===== src/rtl/bw_io_misc_bscan_seq.sv =====
// Boundary-scan sequencer for the misc pad ring: one CAPTURE-SHIFT-UPDATE pass per
// command, with clock_dr/update_dr strobes synthesized from rclk by a phase counter.
module bw_io_misc_bscan_seq #(
    parameter int CHAIN_W = 32,
    parameter int CNT_W   = 6,
    parameter int CKDIV   = 2
) (
    input  logic               rclk,
    input  logic               arst,
    input  logic               cmd_valid,
    output logic               cmd_ready,
    input  logic [CNT_W-1:0]   cmd_len,
    input  logic [CHAIN_W-1:0] cmd_data,
    input  logic               cmd_extest,
    input  logic               cmd_hiz,
    output logic               rsp_valid,
    input  logic               rsp_ready,
    output logic [CHAIN_W-1:0] rsp_data,
    output logic               busy,
    output logic               bscan_hiz_l_out,
    output logic               bscan_mode_ctl_out,
    output logic               bscan_shift_dr_out,
    output logic               bscan_clock_dr_out,
    output logic               bscan_update_dr_out,
    output logic               bsi,
    input  logic               bso
);
    localparam int PH_W = (2 * CKDIV > 2) ? $clog2(2 * CKDIV) : 1;
    localparam logic [PH_W-1:0]  PH_LAST = PH_W'(2 * CKDIV - 1);
    localparam logic [PH_W-1:0]  PH_HI   = PH_W'(CKDIV);
    localparam logic [CNT_W-1:0] LEN_MAX = CNT_W'(CHAIN_W);

    localparam logic [2:0] IDLE    = 3'd0;
    localparam logic [2:0] CAPTURE = 3'd1;
    localparam logic [2:0] SHIFT   = 3'd2;
    localparam logic [2:0] UPDATE  = 3'd3;
    localparam logic [2:0] DONE    = 3'd4;

    logic [2:0]         state_q, state_d;
    logic [PH_W-1:0]    ph_q, ph_d;
    logic [CNT_W-1:0]   idx_q, idx_d, len_q, len_d, idx_inc;
    logic [CHAIN_W-1:0] data_q, data_d, rsp_data_q, rsp_data_d;
    logic               mode_q, mode_d, hiz_l_q, hiz_l_d;
    logic               shift_q, shift_d, clock_q, clock_d, update_q, update_d;
    logic               bsi_q, bsi_d, rsp_valid_q, rsp_valid_d;
    logic               cmd_ready_q, cmd_ready_d, busy_q, busy_d;
    logic               slot_end, hi_d;

    assign slot_end = (ph_q == PH_LAST);
    assign idx_inc  = idx_q + 1'b1;

    always_comb begin
        state_d    = state_q;
        ph_d       = ph_q;
        idx_d      = idx_q;
        len_d      = len_q;
        data_d     = data_q;
        rsp_data_d = rsp_data_q;
        mode_d     = mode_q;
        hiz_l_d    = hiz_l_q;
        if (state_q != IDLE && state_q != DONE)
            ph_d = slot_end ? '0 : ph_q + 1'b1;
        case (state_q)
            IDLE: if (cmd_valid) begin
                len_d      = (cmd_len > LEN_MAX) ? LEN_MAX : cmd_len;
                data_d     = cmd_data;
                mode_d     = cmd_extest;
                hiz_l_d    = ~cmd_hiz;
                rsp_data_d = '0;
                idx_d      = '0;
                ph_d       = '0;
                state_d    = CAPTURE;
            end
            CAPTURE: if (slot_end) state_d = (len_q == '0) ? UPDATE : SHIFT;
            SHIFT: if (slot_end) begin
                // bso is taken just before the next clock_dr rise; data_q[0] is always the bit on bsi
                for (int i = 0; i < CHAIN_W; i++)
                    if (idx_q == CNT_W'(i)) rsp_data_d[i] = bso;
                data_d = data_q >> 1;
                idx_d  = idx_inc;
                if (idx_inc == len_q) state_d = UPDATE;
            end
            UPDATE: if (slot_end) state_d = DONE;
            DONE:   if (rsp_ready) state_d = IDLE;
            default: state_d = IDLE;
        endcase

        hi_d        = (ph_d < PH_HI);
        shift_d     = (state_d == SHIFT);
        clock_d     = (state_d == CAPTURE || state_d == SHIFT) && hi_d;
        update_d    = (state_d == UPDATE) && hi_d;
        bsi_d       = (state_d == SHIFT) ? data_d[0] : 1'b0;
        rsp_valid_d = (state_d == DONE);
        cmd_ready_d = (state_d == IDLE);
        busy_d      = (state_d != IDLE);
    end

    always_ff @(posedge rclk or posedge arst) begin
        if (arst) begin
            state_q     <= IDLE;
            ph_q        <= '0;
            idx_q       <= '0;
            len_q       <= '0;
            data_q      <= '0;
            rsp_data_q  <= '0;
            mode_q      <= 1'b0;
            hiz_l_q     <= 1'b1;
            shift_q     <= 1'b0;
            clock_q     <= 1'b0;
            update_q    <= 1'b0;
            bsi_q       <= 1'b0;
            rsp_valid_q <= 1'b0;
            cmd_ready_q <= 1'b1;
            busy_q      <= 1'b0;
        end else begin
            state_q     <= state_d;
            ph_q        <= ph_d;
            idx_q       <= idx_d;
            len_q       <= len_d;
            data_q      <= data_d;
            rsp_data_q  <= rsp_data_d;
            mode_q      <= mode_d;
            hiz_l_q     <= hiz_l_d;
            shift_q     <= shift_d;
            clock_q     <= clock_d;
            update_q    <= update_d;
            bsi_q       <= bsi_d;
            rsp_valid_q <= rsp_valid_d;
            cmd_ready_q <= cmd_ready_d;
            busy_q      <= busy_d;
        end
    end

    assign cmd_ready           = cmd_ready_q;
    assign rsp_valid           = rsp_valid_q;
    assign rsp_data            = rsp_data_q;
    assign busy                = busy_q;
    assign bscan_hiz_l_out     = hiz_l_q;
    assign bscan_mode_ctl_out  = mode_q;
    assign bscan_shift_dr_out  = shift_q;
    assign bscan_clock_dr_out  = clock_q;
    assign bscan_update_dr_out = update_q;
    assign bsi                 = bsi_q;
endmodule


===== config.mk =====
export PLATFORM = sky130hd
export DESIGN_NAME = bw_io_misc_bscan_seq
export DESIGN_NICKNAME = d
export VERILOG_FILES = /design/src/rtl/bw_io_misc_bscan_seq.sv
export SDC_FILE = /design/constraint.sdc
export NUM_CORES = 1
export LEC_CHECK = 0
export ABC_AREA = 1
export CORE_AREA = 2 2 127 104
export DETAILED_ROUTE_END_ITERATION = 10
export DIE_AREA = 0 0 129 106
export GPL_ROUTABILITY_DRIVEN = 0
export SLEW_MARGIN = 10
export SYNTH_ARGS = -nofsm -noshare
export SYNTH_HDL_FRONTEND = slang
export SYNTH_SLANG_ARGS = --single-unit

===== constraint.sdc =====
create_clock -name rclk -period 8.5 [get_ports rclk]
set_input_delay 1.275 -clock rclk [delete_from_list [all_inputs] [get_ports rclk]]
set_output_delay 1.275 -clock rclk [all_outputs]
set_load 0.005 [all_outputs]

==> impl_metrics.yaml, run 1 <==
status:
  status: "finished clean"
global_route:
  grt_overflow: 0
  grt_pass1_wl_um: 17200
  grt_pass1_vias: 3592
  antenna_found_initial: 0
  grt_util_all_layers_pct: 15.6
  grt_max_degree: 101
synthesis:
  synth_commonest_cells: "89 x nand2_1, 88 x dfrtp_1, 55 x inv_1"
  synth.area.top_cells: "dfrtp_1 51%, nand2_1 7.8%, o221ai_1 6.1%"
  synth_top_area_share_pct: 51.4
  yosysSeqAreaShare_pct: 52.7
  yosysWarnings: 0
  netlist_instances: 477
  synth-edff-count: 0
  ys_types: 33
  ys_ff_latch: 90
  synthFlopType: "dfrtp_1"
  synthArstFlopShare_pct: 100
  syn_nets: 527
  synth.avg_cell_area_sq_um: 8.98
  yosys.area.top_type: "dfrtp_1"
  synth_area_sq_mm: 0.00428
  synth.most_common_cell: "nand2_1"
timing:
  max_freq_mhz: 351
  maxSlewViolCount: 0
  setup_viol: 0
  worst_pin_slew_ps: 1060
  fin_ws_ps: 5650
  finClkSkew_ps: 8.18
  maxSlewHeadroom_pct: 29.0
  rsz0062_at_grt: "no"
  hold_viol: 0
  fin_crit_sh_pct: 33.5
  tns_ps: 0
  min_period_ps: 2850
placed_design:
  place_area_sq_mm: 0.00519
  dp_slack_ps: 5310
  place_hpwl_um: 6810
  portBuffers: 85
layout:
  fin_nets: 595
  diodes: 0
  drive_gt1_share_pct: 7.45
  design_area_sq_mm: 0.00550
  syn_to_final_growth_pct: 28.5
  fillers: 1243
detailed_routing:
  wl_um: 10000
  ant_nets: 0
  firstDrtPassIters: 5
  remaining_drc_errors: 0
  vias: 3573
  dr.first_iter.drc_count: 238
  wl_per_cell_um: 13.8
  routed_via_density: 4.93
floorplan:
  start_util_pct: 34.1
  rows: 37
  die_h_um: 106
  boundaryPins: 86
  die_area_sq_mm: 0.0137
  core_area_sq_mm: 0.0125
  die_w_um: 129
critical_path:
  worstPathRequired_ps: 8680
  cp-start-kind: "primary input"
  r2r_cells: 5
  worstSetupPathType: "in -> reg"
  endpoint_kind: "flop"
  arrival_ps: 3030
  path_max_fanout: 100
clocking:
  cts_tree: "built"
  cts_max_level: 3
  post_cts_buffers: 0
  cts_repair_resize_count: 0
  clk_path_buf_depth: 2
  holdBufCountCts: 0
  clk_latency_ps: 340
  cts.reportedPaths.clkPinSlew_ps: 60
  clockRootBuffer: "clkbuf_16"
  cts_buffers: 9
  cts.sinks: 90
power:
  finalPower_mw: 1.91
  power_per_cell_area_mw_per_mm2: 347
  power_leakage_nw: 2.34
  ir_drop_mv: 0.184
hold_path:
  min_path_type: "reg -> reg"
  hold_path_depth: 2
job:
  drv_cap: 0
## worst max-delay path: stages
cell and delay [ps]:
clkdlybuf4s50_1 510, nand2_4 130, nand2_4 720, o21ai_1 200
nand2_1 100, o21ai_1 60
## cell type report
| cell class | count | area (sq um) | share of cell area, % |
|---|---|---|---|
| clock buffer | 10 | 239 | 4.34 |
| clock inverter | 6 | 63.8 | 1.16 |
| inverter | 61 | 230 | 4.19 |
| multi-input combinational | 296 | 1620 | 29.5 |
| sequential | 90 | 2250 | 41.0 |
| tap | 175 | 219 | 3.98 |
| timing repair buffer | 87 | 870 | 15.8 |
## metrics by stage
| stage | hold slack [ps] | cells | util, % |
|---|---|---|---|
| after CTS | 499 | 725 | 43.8 |
| final | 501 | 725 | 43.8 |
| after global routing | 528 | 725 | 43.8 |
| after global placement | 493 | 709 | 41.4 |
| after floorplan | 472 | 477 | - |
| after detailed placement | 482 | 709 | 41.4 |
## logic make-up after synthesis
kind of cell	count (synthesis)	share of synthesized area (%)
buffers and inverters	91	9.41
flip-flops	90	52.7
AO/OA/AOI/OAI	147	21.1
adder cells (fa/ha/maj)	5	1.46
AND/OR/NAND/NOR	144	15.4
## where the power goes
part | switching, mW | internal (mW)
clock network | 0.166 | 0.236
logic | 0.410 | 0.370
registers | 0.0968 | 0.631
total | 0.674 | 1.24
## placed cells by master (no fill, tap or decap), types with 4 or more instances in the layout
cell / netlist / routed
nand2_4: 4 / 4
clkdlybuf4s50_1: 0 / 85
ha_1: 5 / 5
nand3_1: 19 / 19
a31oi_1: 31 / 31
nand2_1: 89 / 89
dfrtp_1: 88 / 88
nand4_1: 4 / 4
a21oi_1: 33 / 33
nor2_1: 17 / 17
o21ai_0: 44 / 44
inv_1: 55 / 54
clkbuf_16: 0 / 9
o221ai_1: 30 / 30
inv_2: 6 / 6
## final timing paths
kind                                               end                         from  slack [ps]
min in group asynchronous     rsp_data[30]$_DFFE_PP0P_                         arst        1500
hold / removal             bscan_hiz_l_out$_DFFE_PP1P_  bscan_hiz_l_out$_DFFE_PP1P_         500
setup / recovery               rsp_data[0]$_DFFE_PP0P_                    cmd_valid        5650
max in group asynchronous       data_q[17]$_DFFE_PP0P_                         arst        6460
hold reg to reg            bscan_hiz_l_out$_DFFE_PP1P_  bscan_hiz_l_out$_DFFE_PP1P_         500
setup reg to reg              rsp_data[25]$_DFFE_PP0P_         state_q[2]$_DFF_PP0_        5850
## state kept, by name, indices dropped and copies added (netlist names)
signal / count
data_q: 32
rsp_data: 32
idx_q: 6
len_q: 6
state_q: 3
ph_q: 2
bscan_clock_dr_out: 1
bscan_hiz_l_out: 1
bscan_mode_ctl_out: 1
bscan_shift_dr_out: 1
bscan_update_dr_out: 1
bsi: 1
busy: 1
cmd_ready: 1
rsp_valid: 1
## metal layers
layer,GRT usage [%],vias up,share of wire (%)
met5,0,-,0
met4,4.66,0,0.44
met3,3.82,2,5.8
met2,23.6,86,44
met1,22.2,1701,50
li1,-,1784,-
Note: power is estimated with default switching activity, not from simulation.
==> inputs of run 2 (changes only) <==
==> constraint.sdc (replaced) <==
create_clock -name rclk -period 2.5 [get_ports rclk]
set_input_delay 0.375 -clock rclk [delete_from_list [all_inputs] [get_ports rclk]]
set_output_delay 0.375 -clock rclk [all_outputs]
set_load 0.005 [all_outputs]
==> run 2 against run 1 <==
Critical path depth did not move. Sequential power rose to 3.4 times the previous value. Largest power group unchanged. Clock power rose to 3.4 times the previous value. Total power rose to 3.4 times the previous value. Cell area rose by 1.1%. Highest routed layer unchanged. Largest cell class unchanged. Critical endpoint is now rsp_data[28]$_DFFE_PP0P_. Cell count rose by 0.55%. Sequential share of layout area fell by 0.45 points. Routed wire length fell by 0.32%. Worst hold slack got worse by 0.76 ps. First-iteration DRC count fell by 8.4%. Combinational power rose to 3.5 times the previous value.
==> impl_metrics.yaml, run 2 (synthesized netlist as in run 1, its figures left out) <==
placed_design:
  dp_slack_ps: 558
  place_hpwl_um: 6980
  placed_cells: 713
  portBuffers: 85
critical_path:
  critPathSlowestCell: "inv_1"
  path_max_fanout: 32
  cp_cell_sequence: "nor2_1 -> nand2_1 -> inv_1 -> o21ai_0 -> a21oi_1 -> a31oi_1"
  endpoint_kind: "flop"
  cp-start-kind: "flop"
  arrival_ps: 2170
  worstPathRequired_ps: 2700
  max_stage_delay_ps: 530
  worstSetupPathType: "reg -> reg"
clocking:
  clk_path_buf_depth: 2
  cts.sinks: 90
  cts_max_level: 3
  clockRootBuffer: "clkbuf_16"
  clk_latency_ps: 330
  cts_buffers: 9
  cts_repair_resize_count: 0
  post_cts_buffers: 0
  holdBufCountCts: 0
  cts.reportedPaths.clkPinSlew_ps: 60
  cts_tree: "built"
timing:
  fin_crit_sh_pct: 78.9
  max_freq_mhz: 507
  maxSlewViolCount: 0
  maxSlewHeadroom_pct: 53.7
  worst_pin_slew_ps: 693
  hold_viol: 0
  hold_ws_ps: 500
  tns_ps: 0
  fin_ws_ps: 528
  rsz0062_at_grt: "no"
  finClkSkew_ps: 7.15
  setup_viol: 0
  min_period_ps: 1970
layout:
  stdcell_count: 729
  fillers: 1244
  diodes: 0
  final_common_cell: "nand2_1"
  fin_nets: 599
  syn_to_final_growth_pct: 29.9
  drive_gt1_share_pct: 7.76
  final_cell_mix: "89 x nand2_1, 88 x dfrtp_1, 85 x clkdlybuf4s50_1"
global_route:
  grt_pass1_vias: 3591
  grt_overflow: 0
  grt_pass1_wl_um: 16900
  grt_max_degree: 91
  antenna_found_initial: 0
  grt_util_all_layers_pct: 15.3
detailed_routing:
  ant_nets: 0
  dr.first_iter.drc_count: 218
  remaining_drc_errors: 0
  wl_um: 9990
  vias: 3623
  highest_layer: "met4"
  wl_per_cell_um: 13.7
  met2_length_um: 4390
  wl_met1_um: 5030
  routed_via_density: 4.97
  met3WireLength_um: 485
  firstDrtPassIters: 4
hold_path:
  min_path_type: "reg -> reg"
status:
  status: "finished clean"
floorplan:
  boundaryPins: 86
  start_util_pct: 34.1
  die_area_sq_mm: 0.0137
  rows: 37
  die_w_um: 129
  die_h_um: 106
  core_area_sq_mm: 0.0125
power:
  netSwitchingFraction_pct: 34.9
  power_per_cell_area_mw_per_mm2: 1170
  p_clk_share_pct: 20.6
  power_leakage_nw: 2.36
  pwr-share-comb_pct: 41.5
  p_switching_mw: 2.28
  intPower_mw: 4.25
  power_frac_seq_pct: 37.9
  ir_drop_mv: 0.660
job:
  drv_cap: 0
## run 2: cell types whose count changed in the layout (fill, tap and decap cells not counted)
| cell | before | now |
|---|---|---|
| buf_12 | 0 | 3 |
| buf_4 | 1 | 3 |
| clkbuf_1 | 0 | 2 |
| clkinv_2 | 3 | 1 |
| buf_6 | 1 | 0 |
| clkinv_4 | 0 | 1 |
| inv_6 | 1 | 0 |
## run 2: per-stage QoR
stage	power [mW]	instance area [sq um]	utilization (%)
after floorplan	4.12	4290	-
after global placement	5.14	5260	42.0
after detailed placement	5.23	5260	42.0
after CTS	6.61	5560	44.3
after global routing	7.10	5560	44.3
final	6.53	5560	44.3
## run 2: worst max-delay path: cells and delay by family (launching register included)
| family | cells | cell delay [ps] |
|---|---|---|
| buf+inv | 1 | 530 |
| flops | 1 | 440 |
| compound gates | 3 | 600 |
| simple gates | 2 | 270 |
## run 2: worst paths after layout
kind | startpoint | cells after the start | slack, ps | to
setup reg to reg | state_q[2]$_DFF_PP0_ | 6 | 530 | rsp_data[28]$_DFFE_PP0P_
hold / removal | rsp_data[0]$_DFFE_PP0P_ | 2 | 500 | rsp_data[0]$_DFFE_PP0P_
min in group asynchronous | arst | 3 | 530 | rsp_data[13]$_DFFE_PP0P_
max in group asynchronous | arst | 3 | 1590 | cmd_ready$_DFF_PP1_
hold reg to reg | rsp_data[0]$_DFFE_PP0P_ | 2 | 500 | rsp_data[0]$_DFFE_PP0P_
setup / recovery | state_q[2]$_DFF_PP0_ | 6 | 530 | rsp_data[28]$_DFFE_PP0P_
## run 2: layout make-up
class / instances / area, sq um / area share [%]
well taps: 175 / 219 / 3.94
clock inverters: 4 / 51.3 / 0.922
repair buffers: 91 / 933 / 16.8
flip-flops and latches: 90 / 2250 / 40.5
clock buffers: 12 / 246 / 4.43
inverters: 61 / 233 / 4.18
multi-input cells: 296 / 1620 / 29.2
## run 2: power by group through the flow
| stage | Clock (mW) | Combinational, mW | Sequential (mW) |
|---|---|---|---|
| floorplan | 0 | 1.68 | 2.44 |
| global placement | 0 | 2.65 | 2.49 |
| detailed placement | 0 | 2.73 | 2.50 |
| CTS | 1.39 | 2.74 | 2.48 |
| global route | 1.46 | 3.09 | 2.55 |
| finish | 1.35 | 2.71 | 2.47 |
## run 2: metal layers
| metal | vias to the layer above | track usage, % |
|---|---|---|
| met4 | 0 | 4.74 |
| met3 | 6 | 3.77 |
| met2 | 108 | 23.5 |
| met1 | 1722 | 21.4 |
| met5 | - | 0 |
| li1 | 1787 | - |
==> inputs of run 3 (changes only) <==
==> constraint.sdc (replaced) <==
create_clock -name rclk -period 1.7 [get_ports rclk]
set_input_delay 0.255 -clock rclk [delete_from_list [all_inputs] [get_ports rclk]]
set_output_delay 0.255 -clock rclk [all_outputs]
set_load 0.005 [all_outputs]
==> run 3 against run 2 <==
Via count up 3.2%. Sequential cell count did not move. Sequential share of layout area is 1.9 points lower. Cell area is 5.1% higher. Fmax rose by 17%. Non-clock buffer count up 22. Clock-buffer cell count grew 1. First-iteration DRC count grew 28%.
==> impl_metrics.yaml, run 3 (synthesized netlist as in run 1, its figures left out) <==
status:
  status: "finished clean"
clocking:
  clockRootBuffer: "clkbuf_16"
  cts_tree: "built"
  holdBufCountCts: 0
  cts_max_level: 3
  cts.sinks: 90
  clk_latency_ps: 340
  clk_path_buf_depth: 2
  cts_buffers: 9
  cts.reportedPaths.clkPinSlew_ps: 60
detailed_routing:
  wl_um: 10700
  ant_nets: 0
  firstDrtPassIters: 4
  wl_per_cell_um: 14.2
  remaining_drc_errors: 0
  routed_via_density: 4.98
  dr.first_iter.drc_count: 279
  vias: 3739
timing:
  setup_viol: 0
  hold_viol: 0
  worst_pin_slew_ps: 570
  maxSlewHeadroom_pct: 61.6
  finClkSkew_ps: 10.6
  fin_ws_ps: 10.2
  maxSlewViolCount: 0
  fin_crit_sh_pct: 99.4
  max_freq_mhz: 592
  min_period_ps: 1690
  rsz0062_at_grt: "yes"
floorplan:
  die_area_sq_mm: 0.0137
  die_h_um: 106
  start_util_pct: 34.1
  core_area_sq_mm: 0.0125
  boundaryPins: 86
  die_w_um: 129
  rows: 37
layout:
  drive_gt1_share_pct: 14.4
  final_common_cell: "dfrtp_1"
  design_area_sq_mm: 0.00584
  diodes: 0
  final_cell_mix: "86 x dfrtp_1, 85 x clkdlybuf4s50_1, 84 x nand2_1"
  fin_util_pct: 46.6
  fin_nets: 621
  fillers: 1228
  syn_to_final_growth_pct: 36.5
critical_path:
  path_max_fanout: 6
  endpoint_kind: "flop"
  r2r_cells: 14
  r2r_start: "idx_q[0]$_DFFE_PP0P_"
  worstSetupPathType: "reg -> reg"
  cp-start-kind: "flop"
  reg2reg_to: "bscan_clock_dr_out$_DFF_PP0_"
  r2r_slack_ps: 10
  arrival_ps: 1920
  worstPathRequired_ps: 1930
placed_design:
  place_hpwl_um: 7150
  place_area_sq_mm: 0.00541
  portBuffers: 85
  dp_slack_ps: -81.4
global_route:
  grt_pass1_wl_um: 17700
  grt_util_all_layers_pct: 16.1
  grt_overflow: 0
  grt_max_degree: 91
  grt_pass1_vias: 3664
  antenna_found_initial: 0
power:
  power_leakage_nw: 2.48
  ir_drop_mv: 0.847
  power_per_cell_area_mw_per_mm2: 1720
  finalPower_mw: 10.1
hold_path:
  min_path_type: "in -> async"
job:
  drv_cap: 0
-- run 3: cell count changes in the layout (fill, tap and decap cells not counted), sizes merged --
cell,previous run,this run
clkbuf,12,14
buf,6,27
clkinv,2,1
-- run 3: critical path, cell delays in order, from the launching register on --
cell and delay, ps:
dfrtp_2 450, inv_2 100, ha_4 210, inv_2 50, nand2_1 40, nand2_1 60
nand2_1 40, nor2_1 80, nand2_1 70, nor2_2 110, nand3_2 80, nand2_4 120
nand2_2 70, nand2_2 60, nor2_2 30
-- run 3: routing by layer --
layer	GRT usage (%)	vias to the layer above	routed length, um
met5	0	-	0
met4	4.66	0	82
met3	3.88	8	641
met2	24.0	115	4790
met1	23.3	1781	5170
li1	-	1835	-
-- run 3: cell type report --
cell class	count	area (sq um)	share of cell area (%)
Tap cell	175	219	3.75
Clock inverter	3	42.5	0.728
Sequential cell	90	2260	38.6
Timing Repair Buffer	113	1160	19.9
Multi-Input combinational cell	296	1690	28.9
Clock buffer	13	240	4.11
Inverter	61	233	3.98
-- run 3: timing repair --
item / CTS / global route
setup buffers: 4 / 2
pin swaps: 3 / 7
resized for setup: 1 / 34
cloned: 0 / 1
endpoints found under the setup margin: 3 / 36
-- run 3: power breakdown --
group,internal (mW),total [mW],switching (mW)
Combinational,2.24,4.45,2.21
Clock,1.14,1.95,0.811
Sequential,3.15,3.65,0.498
Total,6.53,10.1,3.52
-- run 3: metrics by stage --
step	setup TNS, ps	cells	hold slack (ps)
final	0	751	407
after global routing	-440	751	468
after CTS	-1.41	748	434
after detailed placement	-119	728	482
after global placement	-11.0	728	474
after floorplan	0	477	329
-- run 3: worst max path at each step --
stage	from	end	slack, ps	cells after the start
global placement	idx_q[0]$_DFFE_PP0P_	bscan_clock_dr_out$_DFF_PP0_	-10	14
global route	idx_q[0]$_DFFE_PP0P_	bscan_clock_dr_out$_DFF_PP0_	-120	14
finish	idx_q[0]$_DFFE_PP0P_	bscan_clock_dr_out$_DFF_PP0_	10	14
CTS	idx_q[0]$_DFFE_PP0P_	bscan_clock_dr_out$_DFF_PP0_	-1	14
floorplan	idx_q[0]$_DFFE_PP0P_	bscan_clock_dr_out$_DFF_PP0_	9	14
detailed placement	idx_q[0]$_DFFE_PP0P_	bscan_clock_dr_out$_DFF_PP0_	-80	14
